===== config.mk =====
export PLATFORM = sky130hd
export DESIGN_NAME = serial_sub
export DESIGN_NICKNAME = d
export VERILOG_FILES = /design/src/rtl/serial_sub_pkg.sv /design/src/rtl/serial_sub_full_add.sv /design/src/rtl/serial_sub.sv
export SDC_FILE = /design/constraint.sdc
export NUM_CORES = 1
export LEC_CHECK = 0
export CORE_MARGIN = 2
export CORE_UTILIZATION = 40
export CTS_CLUSTER_DIAMETER = 80
export DETAILED_ROUTE_END_ITERATION = 6
export PLACE_DENSITY = 0.63
export SETUP_SLACK_MARGIN = 0.5
export SLEW_MARGIN = 30
export SYNTH_ARGS = -nofsm -noshare
export SYNTH_HDL_FRONTEND = slang
export SYNTH_SLANG_ARGS = --single-unit

===== constraint.sdc =====
create_clock -name clk -period 1.1 [get_ports clk]
set_input_delay 0.22 -clock clk [delete_from_list [all_inputs] [get_ports clk]]
set_output_delay 0.22 -clock clk [all_outputs]
set_load 0.01 [all_outputs]

===== src/rtl/serial_sub_pkg.sv =====
// Shared types and constants for the bit-serial subtractor.
// Holds the FSM state encoding and the default operand width.
package serial_sub_pkg;

    localparam int SERIAL_SUB_WIDTH = 8;

    typedef enum logic [1:0] {
        IDLE = 2'd0,
        RUN  = 2'd1,
        DONE = 2'd2
    } state_t;

endpackage


===== src/rtl/serial_sub_full_add.sv =====
// One-bit full adder used as the serial subtractor's arithmetic cell.
// Port names match the existing library cell.
module full_add (
    input  logic A,
    input  logic B,
    input  logic Cin,
    output logic Sum,
    output logic Cout
);

    assign Sum  = A ^ B ^ Cin;
    assign Cout = (A & B) | (Cin & (A ^ B));

endmodule


===== src/rtl/serial_sub.sv =====
// Bit-serial subtractor: diff = a - b via a + ~b + 1, LSB first.
// Optional signed-overflow output enabled by SERIAL_SUB_OVF_EN.
module serial_sub
    import serial_sub_pkg::*;
#(
    parameter int WIDTH = SERIAL_SUB_WIDTH
) (
    input  logic             clk,
    input  logic             rst,
    input  logic             start,
    input  logic [WIDTH-1:0] a,
    input  logic [WIDTH-1:0] b,
    output logic             busy,
    output logic             done,
    output logic [WIDTH-1:0] diff,
    output logic             borrow
`ifdef SERIAL_SUB_OVF_EN
    ,
    output logic             ovf
`endif
);

    localparam int CNT_W = $clog2(WIDTH) + 1;

    state_t           state_q, state_d;
    logic [WIDTH-1:0] a_q, a_d, b_q, b_d;
    logic [WIDTH-1:0] res_q, res_d;
    logic [WIDTH-1:0] diff_q, diff_d;
    logic [CNT_W-1:0] cnt_q, cnt_d;
    logic             carry_q, carry_d;
    logic             borrow_q, borrow_d;
    logic             sum, cout, last, accept;
`ifdef SERIAL_SUB_OVF_EN
    logic             ovf_q, ovf_d;
`endif

    assign last   = (cnt_q == CNT_W'(WIDTH - 1));
    assign accept = start && (state_q != RUN);

    full_add u_fa (
        .A    (a_q[0]),
        .B    (~b_q[0]),
        .Cin  (carry_q),
        .Sum  (sum),
        .Cout (cout)
    );

    always_ff @(posedge clk) begin
        if (rst) state_q <= IDLE;
        else     state_q <= state_d;
    end

    always_comb begin
        state_d = state_q;
        unique case (state_q)
            IDLE:    if (start) state_d = RUN;
            RUN:     if (last) state_d = DONE;
            DONE:    state_d = start ? RUN : IDLE;
            default: state_d = IDLE;
        endcase
    end

    always_comb begin
        busy = (state_q == RUN);
        done = (state_q == DONE);
    end

    // Results are only published on the final bit, never mid-run.
    always_comb begin
        a_d      = a_q;
        b_d      = b_q;
        res_d    = res_q;
        diff_d   = diff_q;
        cnt_d    = cnt_q;
        carry_d  = carry_q;
        borrow_d = borrow_q;
`ifdef SERIAL_SUB_OVF_EN
        ovf_d    = ovf_q;
`endif
        if (accept) begin
            a_d     = a;
            b_d     = b;
            res_d   = '0;
            cnt_d   = '0;
            carry_d = 1'b1;
        end else if (state_q == RUN) begin
            a_d     = a_q >> 1;
            b_d     = b_q >> 1;
            res_d   = {sum, res_q[WIDTH-1:1]};
            cnt_d   = cnt_q + CNT_W'(1);
            carry_d = cout;
            if (last) begin
                diff_d   = res_d;
                borrow_d = ~cout;
`ifdef SERIAL_SUB_OVF_EN
                ovf_d    = (a_q[0] != b_q[0]) && (sum != a_q[0]);
`endif
            end
        end
    end

    always_ff @(posedge clk) begin
        if (rst) begin
            a_q      <= '0;
            b_q      <= '0;
            res_q    <= '0;
            diff_q   <= '0;
            cnt_q    <= '0;
            carry_q  <= 1'b0;
            borrow_q <= 1'b0;
`ifdef SERIAL_SUB_OVF_EN
            ovf_q    <= 1'b0;
`endif
        end else begin
            a_q      <= a_d;
            b_q      <= b_d;
            res_q    <= res_d;
            diff_q   <= diff_d;
            cnt_q    <= cnt_d;
            carry_q  <= carry_d;
            borrow_q <= borrow_d;
`ifdef SERIAL_SUB_OVF_EN
            ovf_q    <= ovf_d;
`endif
        end
    end

    assign diff   = diff_q;
    assign borrow = borrow_q;
`ifdef SERIAL_SUB_OVF_EN
    assign ovf    = ovf_q;
`endif

endmodule


==> summary.md, run 1 <==
| Metric | Value |
|---|---|
| Status | complete, but fails checks |
| Violated checks | setup timing |
| CP endpoint kind | primary output |
| Vias in the first global route | 1429 |
| Io pins | 30 |
| DIE AREA | 0.004632 mm2 |
| CTS tree | built |
| Clk root buf | clkbuf_8 |
| Post-Syn Area per Cell | 9.434 um2 |
| Synthesized cell area | 0.001642 mm2 |
| Clock network fraction of total power | 0.295 |
| Leak pwr | 0.9908 nW |
| Sequential share of the synthesized area | 0.4756 |
| Number of max-cap violations | 0 |
| Post-synth EDFFs | 0 |
| Total CTS buffers | 5 |
| Switch Pwr | 0.8403 mW |
| Final setup margin | -0.07123 ns |
| Hold depth | 2 |
| Syn. warnings | 0 |
| Site Rows | 23 |
| Async S/R FF share, synth | 0 |
| Detailed-route wire length per cell | 16.51 um |
| Synth Flop Type | dfxtp_1 |
| RSZ-0062 raised after global routing | true |
| Synth cell count leaders | dfxtp_1 (39), a21oi_1 (18), nor2_1 (18), mux2i_1 (16), nand2_1 (16) |
| Synth cell types | 29 |
| Clock latency on the worst-skew pair | 0.29 ns |
| CP max FO | 3 |
| Clock Pin Slew Worst Setup and Hold Paths | 0.07 ns |
| Hold_sp | diff[1]$_SDFFE_PP0P_ |
| Synth area leader | dfxtp_1 |
| CTS max path bufs | 2 |
| Pwr/cell area | 1179 mW/mm2 |
| FF-to-FF End | res_q[7]$_SDFFE_PP0N_ |
| Worst Tran Pin Value | 0.2501 ns |
| Final setup viols | 21 |
| Worst Reg-to-Reg Cells | 3 |
| Filler instances | 290 |
| First DRT Iteration DRCs | 46 |
| Required time of the critical path | 0.88 ns |
| Number of synthesized register bits | 39 |
| Most numerous cell in the Yosys netlist | dfxtp_1 |
| Routed wire length | 4506 um |
| Share of the synthesized area in the top cell type | 0.4756 |
| Layout Skew | 0.004503 ns |
| Syn nets | 195 |
| Hold_ws | 0.4648 ns |
| Layout cells sized above 1 | 0.4978 |
| Final critical-path share of the clock period | 1.065 |
| Number of hold buffers added after CTS | 0 |
| Die Ht | 68.06 um |
| Gp weighted congestion | 0.7394 |
| WS Path Type | reg -> out |
| Combinational cell fraction of total power | 0.215 |
| Fin crit period | 1.171 ns |
| Largest net degree at the start of global routing | 16 |
| Total Routing Usage GR | 0.1929 |
| Worst endpoint data arrival time | 0.95 ns |
| Detailed-route DRC error count | 0 |
| First-pass GRT wire length | 6520 um |
| Initial antenna violation count | 0 |
| Antenna-violating nets left | 0 |
| Core Region | 0.003971 mm2 |
| Via Count | 1455 |
| H-tree levels | 2 |
| Reg2reg setup slack | -0.07 ns |
| Highest clock rate | 0.8538 GHz |
| DR pass1 iterations | 4 |
| Clock Sinks | 39 |
| Port bufs | 29 |
| Final Net Count | 243 |
| Hold Path Class | reg -> reg |
| Worst R2R Start | a_q[0]$_SDFFE_PP0P_ |
| Hold EP | diff[1]$_SDFFE_PP0P_ |
| Reg power frac | 0.490 |
| Ant diodes | 0 |
| Total power | 3.140 mW |
| Largest cells by area after synthesis | dfxtp_1 (48%), mux2i_1 (9.8%), a211oi_1 (6.4%), a21oi_1 (5.5%), nor2_1 (4.1%) |
| Worst vdd ir | 718.5 uV |
| Total grt overflow | 0 |
| Initial core utilization | 0.4134 |
| Sw frac | 0.2676 |
| Final Max Slew Viols | 0 |
| Via density | 5.330 |
| Pint | 2.299 mW |
| Post-synthesis cell count | 174 |
| DP Wirelength | 2330 um |
| Layout area overhead | 62.27% |
| DIE WIDTH | 68.06 um |
| Hold Violations, Final | 0 |
| Worst setup SP type | flip-flop |
| Slew headroom | 0.8285 |
per-stage QoR:
| stage | area, um2 | TNS [ns] | utilization | std cells | setup WS, ns |
|---|---|---|---|---|---|
| 2_1_floorplan | 1749 | 0 | - | 174 | 0.02209 |
| 3_3_place_gp | 2111 | -8.111 | 0.5315 | 254 | -0.2737 |
| 3_5_place_dp | 2111 | -8.474 | 0.5315 | 254 | -0.3175 |
| 4_1_cts | 2486 | -0.4008 | 0.6260 | 268 | -0.05887 |
| 5_1_grt | 2664 | -1.847 | 0.6708 | 273 | -0.1173 |
| 6_report | 2664 | -0.8255 | 0.6708 | 273 | -0.07123 |
what timing repair did:
| item | in CTS | in global routing |
|---|---|---|
| gates resized for setup | 110 | 19 |
| gates cloned | 2 | 4 |
| endpoints found under the setup margin | 50 | 50 |
| setup buffers | 4 | 1 |
| pin swaps | 7 | 7 |
metal layers:
metal,vias to the layer above,GRT usage,share of wire,routed length (um)
li1,706,-,-,-
met2,30,0.3398,0.54,2453
met5,-,0,0,0
met3,7,0.05428,0.036,162
met1,712,0.2162,0.40,1815
met4,0,0.08250,0.016,74
state kept, by name, indices dropped and copies added, names as in the netlist:
name     cells
a_q          8
b_q          8
borrow       1
carry_q      1
cnt_q        4
diff         8
res_q        7
state_q      2
power by group through the flow:
stage | registers, mW | logic [mW] | clock network [mW]
final | 1.54 | 0.674 | 0.926
after global routing | 1.55 | 0.717 | 1.00
after CTS | 1.54 | 0.568 | 0.941
after detailed placement | 1.56 | 0.416 | 0
after global placement | 1.56 | 0.407 | 0
after floorplan | 1.55 | 0.305 | 0
layout make-up:
type / instances / area (um2) / area share
Multi-Input combinational cell: 119 / 979.7 / 0.3678
Clock inverter: 1 / 5.005 / 0.001879
Inverter: 2 / 12.51 / 0.004697
Tap cell: 50 / 62.56 / 0.02349
Clock buffer: 7 / 76.32 / 0.02865
Timing Repair Buffer: 55 / 725.7 / 0.2724
Sequential cell: 39 / 802.0 / 0.3011
kinds of logic after synthesis:
| family | Yosys count | share of synthesized area |
|---|---|---|
| compound gates | 44 | 0.1654 |
| fa+ha+maj | 2 | 0.01982 |
| xor+xnor | 2 | 0.01067 |
| simple gates | 55 | 0.1555 |
| flops | 39 | 0.4756 |
| buf+inv | 16 | 0.07545 |
| mux | 16 | 0.09756 |
how the worst max path moves through the flow:
stage	cells after the start	slack (ns)	start	end
floorplan	4	0.02	cnt_q[0]$_SDFFE_PP0N_	borrow$_SDFFE_PP0P_
global placement	5	-0.27	start	cnt_q[1]$_SDFFE_PP0N_
detailed placement	5	-0.32	start	cnt_q[1]$_SDFFE_PP0N_
CTS	4	-0.06	cnt_q[0]$_SDFFE_PP0N_	borrow$_SDFFE_PP0P_
global route	3	-0.12	a_q[0]$_SDFFE_PP0P_	res_q[7]$_SDFFE_PP0N_
finish	3	-0.07	state_q[1]$_SDFFE_PP0P_	busy
cell usage in the layout (no fill, tap or decap), drive strengths merged:
cell / count
o21ai: 9
nor2: 18
nand2b: 1
a21o: 1
nand3: 9
ha: 1
clkdlybuf4s50: 17
and3b: 1
mux2i: 16
nor2b: 1
nand3b: 2
nand2: 16
clkdlybuf4s15: 2
fa: 1
or3: 1
buf: 31
a21oi: 19
nor3: 5
clkbuf: 11
a211oi: 14
inv: 2
a311oi: 1
and2b: 1
clkinv: 1
xor2: 1
bufbuf: 1
xnor2: 1
dfxtp: 39
worst max-delay path, cell delays in order, from the launching register on:
cell      delay (ns)
dfxtp_2         0.33
nand2b_4        0.16
inv_6           0.07
buf_6           0.10
No activity file was read; power rests on OpenSTA's default activity.
==> run 2, diff against run 1 <==
TNS_END_PERCENT = 50   (was not set)
==> run 2 against run 1 <==
The flow still finishes with violations (setup timing); critical path depth unchanged; cell count stayed put; clock-buffer cell count increased by 1; non-clock buffer count is the same; total power grew 2.5%; fmax down 3.1%; routed wire length down 8.2%; via count down 0.76%; flip-flop and latch count stayed put; clock skew hardly changed; clock power rose by 14%; hold slack worse by 0.0035 ns; critical endpoint is now diff[7]$_SDFFE_PP0P_; largest cell class unchanged; largest power group unchanged.
==> summary.md, run 2 (synthesized netlist as in run 1, its figures left out) <==
| Metric | Value |
|---|---|
| Hold_sp | diff[1]$_SDFFE_PP0P_ |
| Commonest cells after routing, fill and taps aside | dfxtp_1 (24), clkdlybuf4s50_1 (17), nand2_1 (16) |
| Total Routing Usage GR | 0.1847 (-0.008193) |
| DR pass1 iterations | 4 (unchanged) |
| DIE WIDTH | 68.06 um (unchanged) |
| Switch Pwr | 0.8243 mW (-1.9%) |
| Non-Filler Instances | 273 (unchanged) |
| Total CTS buffers | 5 (unchanged) |
| CTS tree | built |
| Detailed-route DRC error count | 0 (unchanged) |
| Routed wire length | 4136 um (-8.2%) |
| Highest clock rate | 0.8273 GHz (-3.1%) |
| CP endpoint kind | flip-flop |
| Clock Sinks | 39 (unchanged) |
| Sw frac | 0.2562 (-0.01145) |
| Layout area overhead | 58.69% |
| Ant diodes | 0 (unchanged) |
| Hold Path Class | reg -> reg |
| Initial core utilization | 0.4134 (unchanged) |
| Clock Pin Slew Worst Setup and Hold Paths | 0.08 ns (about the same) |
| Clock latency on the worst-skew pair | 0.28 ns (about the same) |
| Most common cell after layout, fill and taps aside | dfxtp_1 |
| Worst Reg-to-Reg Cells | 3 (unchanged) |
| Reg2reg setup slack | -0.11 ns (-0.04 ns) |
| Via Count | 1444 (-0.76%) |
| FF-to-FF End | diff[7]$_SDFFE_PP0P_ |
| Status | complete, but fails checks |
| Fin crit period | 1.209 ns (+0.03756 ns) |
| WS Path Type | reg -> reg |
| Register area | 802.0 um2 (unchanged) |
| Via density | 5.289 (-0.76%) |
| CP max FO | 2 (-1) |
| H-tree levels | 2 (unchanged) |
| Leak pwr | 0.9838 nW (-0.71%) |
| Worst Tran Pin Value | 0.1979 ns (-0.05225 ns) |
| Combinational cell fraction of total power | 0.192 (-0.023) |
| Final setup viols | 20 (-4.8%) |
| Final Net Count | 243 (unchanged) |
| Placed Area | 0.002073 mm2 (-1.8%) |
| RSZ-0062 raised after global routing | true |
| Layout Skew | 0.004550 ns (+0.00004713 ns) |
| Violated checks | setup timing |
| Final critical-path share of the clock period | 1.099 (+0.03415) |
| First-pass GRT wire length | 6430 um (-1.4%) |
| Pint | 2.393 mW (+4.1%) |
| Gp weighted congestion | 0.7375 (-0.26%) |
| Worst endpoint data arrival time | 1.42 ns (+0.47 ns) |
| Hold_ws | 0.4612 ns (-0.003545 ns) |
| Largest net degree at the start of global routing | 24 (+8) |
| Hold EP | diff[1]$_SDFFE_PP0P_ |
| Detailed-route wire length per cell | 15.15 um (-8.2%) |
| Setup TNS | -0.7341 ns (+0.09147 ns) |
| Clk root buf | clkbuf_8 |
| Hold depth | 2 (unchanged) |
| Core Region | 0.003971 mm2 (unchanged) |
| Worst setup SP type | flip-flop |
| Site Rows | 23 (unchanged) |
| Layout cells sized above 1 | 0.4843 (-0.01345) |
| First DRT Iteration DRCs | 54 (+17%) |
| Worst R2R Start | a_q[0]$_SDFFE_PP0P_ |
| Reg power frac | 0.480 (-0.010) |
| CTS max path bufs | 2 (unchanged) |
| DP Wirelength | 2413 um (+3.5%) |
| Worst slack at placement | -0.2997 ns (+0.01786 ns) |
| Required time of the critical path | 1.32 ns (+0.44 ns) |
| Io pins | 30 (unchanged) |
| Port bufs | 29 (unchanged) |
| Die Ht | 68.06 um (unchanged) |
| Multi-input logic area | 973.4 um2 (-0.64%) |
| Total grt overflow | 0 (unchanged) |
| Final Max Slew Viols | 0 (unchanged) |
| Vias in the first global route | 1415 (-0.98%) |
| Pwr/cell area | 1235 mW/mm2 (+4.8%) |
| Final setup margin | -0.1088 ns (-0.03756 ns) |
| Antenna-violating nets left | 0 (unchanged) |
| Filler instances | 310 (+6.9%) |
| DIE AREA | 0.004632 mm2 (unchanged) |
| Slew headroom | 0.8643 (+0.03583) |
| Number of max-cap violations | 0 (unchanged) |
| Post-route cell area | 0.002605 mm2 (-2.2%) |
| Worst vdd ir | 956.2 uV (+33%) |
| Placed insts | 255 (+0.39%) |
| Hold Violations, Final | 0 (unchanged) |
| Clock network fraction of total power | 0.328 (+0.033) |
| Initial antenna violation count | 0 (unchanged) |
## run 2: stage by stage
| stage | util | power (mW) |
|---|---|---|
| final | 0.6560 | 3.217 |
| after detailed placement | 0.5221 | 1.968 |
| after global routing | 0.6560 | 3.355 |
| after floorplan | - | 1.825 |
| after global placement | 0.5221 | 1.951 |
| after CTS | 0.6078 | 3.133 |
## run 2: layer usage
metal,global-route usage,wire length (um),vias to the layer above
met4,0.04500,20,0
met2,0.3374,2189,31
li1,-,-,709
met1,0.2183,1783,699
met5,0,0,-
met3,0.03947,142,5
## run 2: power groups by stage
stage / combinational, mW / clock, mW / sequential (mW)
global placement: 0.396 / 0 / 1.56
detailed placement: 0.410 / 0 / 1.56
finish: 0.618 / 1.06 / 1.54
floorplan: 0.277 / 0 / 1.55
global route: 0.664 / 1.14 / 1.55
CTS: 0.530 / 1.07 / 1.54
## run 2: what timing repair did
action / in CTS / in global routing
pin swaps: 14 / 6
cloned: 2 / 4
setup buffers: 2 / 2
setup endpoints to repair: 50 / 50
resized for setup: 99 / 28
hold endpoints to repair: 0 / 0
hold buffers: 0 / 0
## run 2: area by class of cell
cell class / instances / share of cell area
flip-flops and latches: 39 / 0.3079
multi-input cells: 119 / 0.3737
inverters: 2 / 0.002882
well taps: 50 / 0.02402
clock buffers: 8 / 0.03842
repair buffers: 55 / 0.2531
## run 2: how the worst max path moves through the flow
stage	from	to	slack, ns	depth (start not counted)
global placement	start	cnt_q[2]$_SDFFE_PP0N_	-0.26	5
global route	b_q[0]$_SDFFE_PP0P_	diff[7]$_SDFFE_PP0P_	-0.13	4
floorplan	cnt_q[0]$_SDFFE_PP0N_	borrow$_SDFFE_PP0P_	0.02	4
CTS	a_q[0]$_SDFFE_PP0P_	diff[7]$_SDFFE_PP0P_	-0.06	3
finish	a_q[0]$_SDFFE_PP0P_	diff[7]$_SDFFE_PP0P_	-0.11	3
detailed placement	start	res_q[2]$_SDFFE_PP0N_	-0.30	5
## run 2: worst max-delay path, cell delays in order, from the launching register on
cell     delay, ns
dfxtp_2       0.34
fa_2          0.58
nand3_1       0.08
a21oi_1       0.15
==> run 3, diff against run 2 <==
PLACE_DENSITY = 0.61   (was 0.63)
clock period = 1.43 ns   (was 1.1 ns; I/O delays follow)
==> run 3 against run 2 <==
The run now ends clean; first-iteration DRC count unchanged; core utilization down 7.2 points; register-to-register slack better by 0.34 ns; critical path depth unchanged; clock skew about the same; highest routed layer unchanged; total power down 31%.
==> summary.md, run 3 (synthesized netlist as in run 1, its figures left out) <==
| Metric | Value |
|---|---|
| Total CTS buffers | 5 (unchanged) |
| Initial core utilization | 0.4134 (unchanged) |
| Final Net Count | 234 (-3.7%) |
| Via density | 5.227 (-1.2%) |
| Clock Pin Slew Worst Setup and Hold Paths | 0.07 ns (about the same) |
| Worst vdd ir | 661.3 uV (-31%) |
| Via Count | 1380 (-4.4%) |
| Total power | 2.227 mW (-31%) |
| CP peak stage delay | 0.33 ns (-0.25 ns) |
| DIE AREA | 0.004632 mm2 (unchanged) |
| RSZ-0062 raised after global routing | true |
| Pwr/cell area | 961.2 mW/mm2 (-22%) |
| Worst endpoint data arrival time | 0.93 ns (-0.49 ns) |
| Number of hold buffers added after CTS | 0 (unchanged) |
| Fin crit period | 1.218 ns |
| Ant diodes | 0 (unchanged) |
| CTS max path bufs | 2 (unchanged) |
| CTS tree | built |
| Number of max-cap violations | 0 (unchanged) |
| Final setup margin | 0.2118 ns (+0.3206 ns) |
| Layout Skew | 0.004639 ns (+0.00008874 ns) |
| Layout cells sized above 1 | 0.3505 (-0.1338) |
| Hold Path Class | reg -> reg |
| Final setup viols | 0 (-100%) |
| Initial antenna violation count | 0 (unchanged) |
| Total grt overflow | 0 (unchanged) |
| Leak pwr | 0.8740 nW (-11%) |
| First DRT Iteration DRCs | 54 (unchanged) |
| DIE WIDTH | 68.06 um (unchanged) |
| Clock latency on the worst-skew pair | 0.29 ns (about the same) |
| Hold Violations, Final | 0 (unchanged) |
| Worst Tran Pin Value | 0.2374 ns (+0.03949 ns) |
| Clock Sinks | 39 (unchanged) |
| Final critical-path share of the clock period | 0.8519 |
| DP Wirelength | 2299 um (-4.7%) |
| Detailed-route wire length per cell | 14.52 um (-4.2%) |
| Slowest-stage cell, CP | dfxtp_2 |
| Core Region | 0.003971 mm2 (unchanged) |
| DR pass1 iterations | 4 (unchanged) |
| Required time of the critical path | 1.14 ns (-0.18 ns) |
| Largest net degree at the start of global routing | 50 (+110%) |
| Clk root buf | clkbuf_8 |
| Most common cell after layout, fill and taps aside | dfxtp_1 |
| Antenna-violating nets left | 0 (unchanged) |
| Routed wire length | 3833 um (-7.3%) |
| Layout area overhead | 41.16% |
| Buf/Inv on CP | 2 (+2) |
| CP max FO | 3 (+1) |
| WS Path Type | reg -> out |
| Status | completed |
| Total Routing Usage GR | 0.1663 (-0.01835) |
| Worst setup SP type | flip-flop |
| Detailed-route DRC error count | 0 (unchanged) |
| Die Ht | 68.06 um (unchanged) |
| H-tree levels | 2 (unchanged) |
| Worst slack at placement | -0.01387 ns (+0.2858 ns) |
| Gp weighted congestion | 0.7584 (+2.8%) |
| First-pass GRT wire length | 5623 um (-13%) |
| CP endpoint kind | primary output |
| Setup TNS | 0 ns (+0.7341 ns) |
| Io pins | 30 (unchanged) |
| Site Rows | 23 (unchanged) |
| Port bufs | 29 (unchanged) |
| Critical-path cell list | nand2b_4 > inv_4 > buf_6 |
| Delay-heaviest family, CP | flip-flops |
| Commonest cells after routing, fill and taps aside | dfxtp_1 (24), clkdlybuf4s50_1 (17), nor2_1 (16), nand2_1 (16) |
| Vias in the first global route | 1298 (-8.3%) |
| Highest clock rate | 0.8209 GHz |
| Final Max Slew Viols | 0 (unchanged) |
| Slew headroom | 0.8418 (-0.02255) |
==> run 3: cell types whose count changed in the layout (fill, tap and decap cells not counted), sizes merged <==
cell          change
buf               -8
bufbuf            -1
clkbuf            -1
clkinv            +1
dlygate4sd2       -1
dlymetal6s2s      +1
==> run 3: worst paths after layout <==
kind                      startpoint                    end  slack [ns]  depth (start not counted)
max          state_q[1]$_SDFFE_PP0P_                   busy        0.21                          3
min             diff[3]$_SDFFE_PP0P_   diff[3]$_SDFFE_PP0P_        0.47                          2
max reg2reg  state_q[1]$_SDFFE_PP0P_  cnt_q[3]$_SDFFE_PP0N_        0.23                          4
min reg2reg     diff[3]$_SDFFE_PP0P_   diff[3]$_SDFFE_PP0P_        0.47                          2
==> run 3: worst register-to-register path: cells and delay by family (launching register included) <==
kind                   cells  cell delay, ns
AO/OA/AOI/OAI              1            0.14
buffers and inverters      1            0.16
AND/OR/NAND/NOR            2            0.51
flip-flops                 1            0.33
==> run 3: cell type report <==
cell class                 count  area [um2]
fill                         339        1654
inverter                       2       10.01
timing repair buffer          46       503.0
multi-input combinational    119       860.8
sequential                    39       799.5
clock inverter                 1       5.005
tap                           50       62.56
clock buffer                   7       76.32
==> run 3: through the flow <==
stage / instances / utilization / instance area (um2) / hold slack (ns)
finish: 264 / 0.5835 / 2317 / 0.4748
global route: 264 / 0.5835 / 2317 / 0.4901
CTS: 258 / 0.5432 / 2157 / 0.4749
detailed placement: 247 / 0.5028 / 1997 / 0.4640
global placement: 247 / 0.5028 / 1997 / 0.4481
floorplan: 174 / - / 1692 / 0.4347
==> run 3: power breakdown <==
part	internal [mW]	switching [mW]
Sequential	1.14	0.0366
Clock	0.342	0.361
Combinational	0.178	0.169
==> run 3: metal layers <==
layer,GRT usage,vias to the layer above,wire length [um]
li1,-,688,-
met1,0.1857,663,1658
met2,0.2840,24,1982
met3,0.05757,5,137
met4,0.07500,0,54
met5,0,-,0
==> run 3: what timing repair did <==
item                                    in CTS  in global routing
pin swaps                                   10                  8
resized for setup                           72                 18
endpoints found under the setup margin      50                 50
endpoints found under the hold margin        0                  0
buffers inserted                             3                  3
cloned                                       0                  3
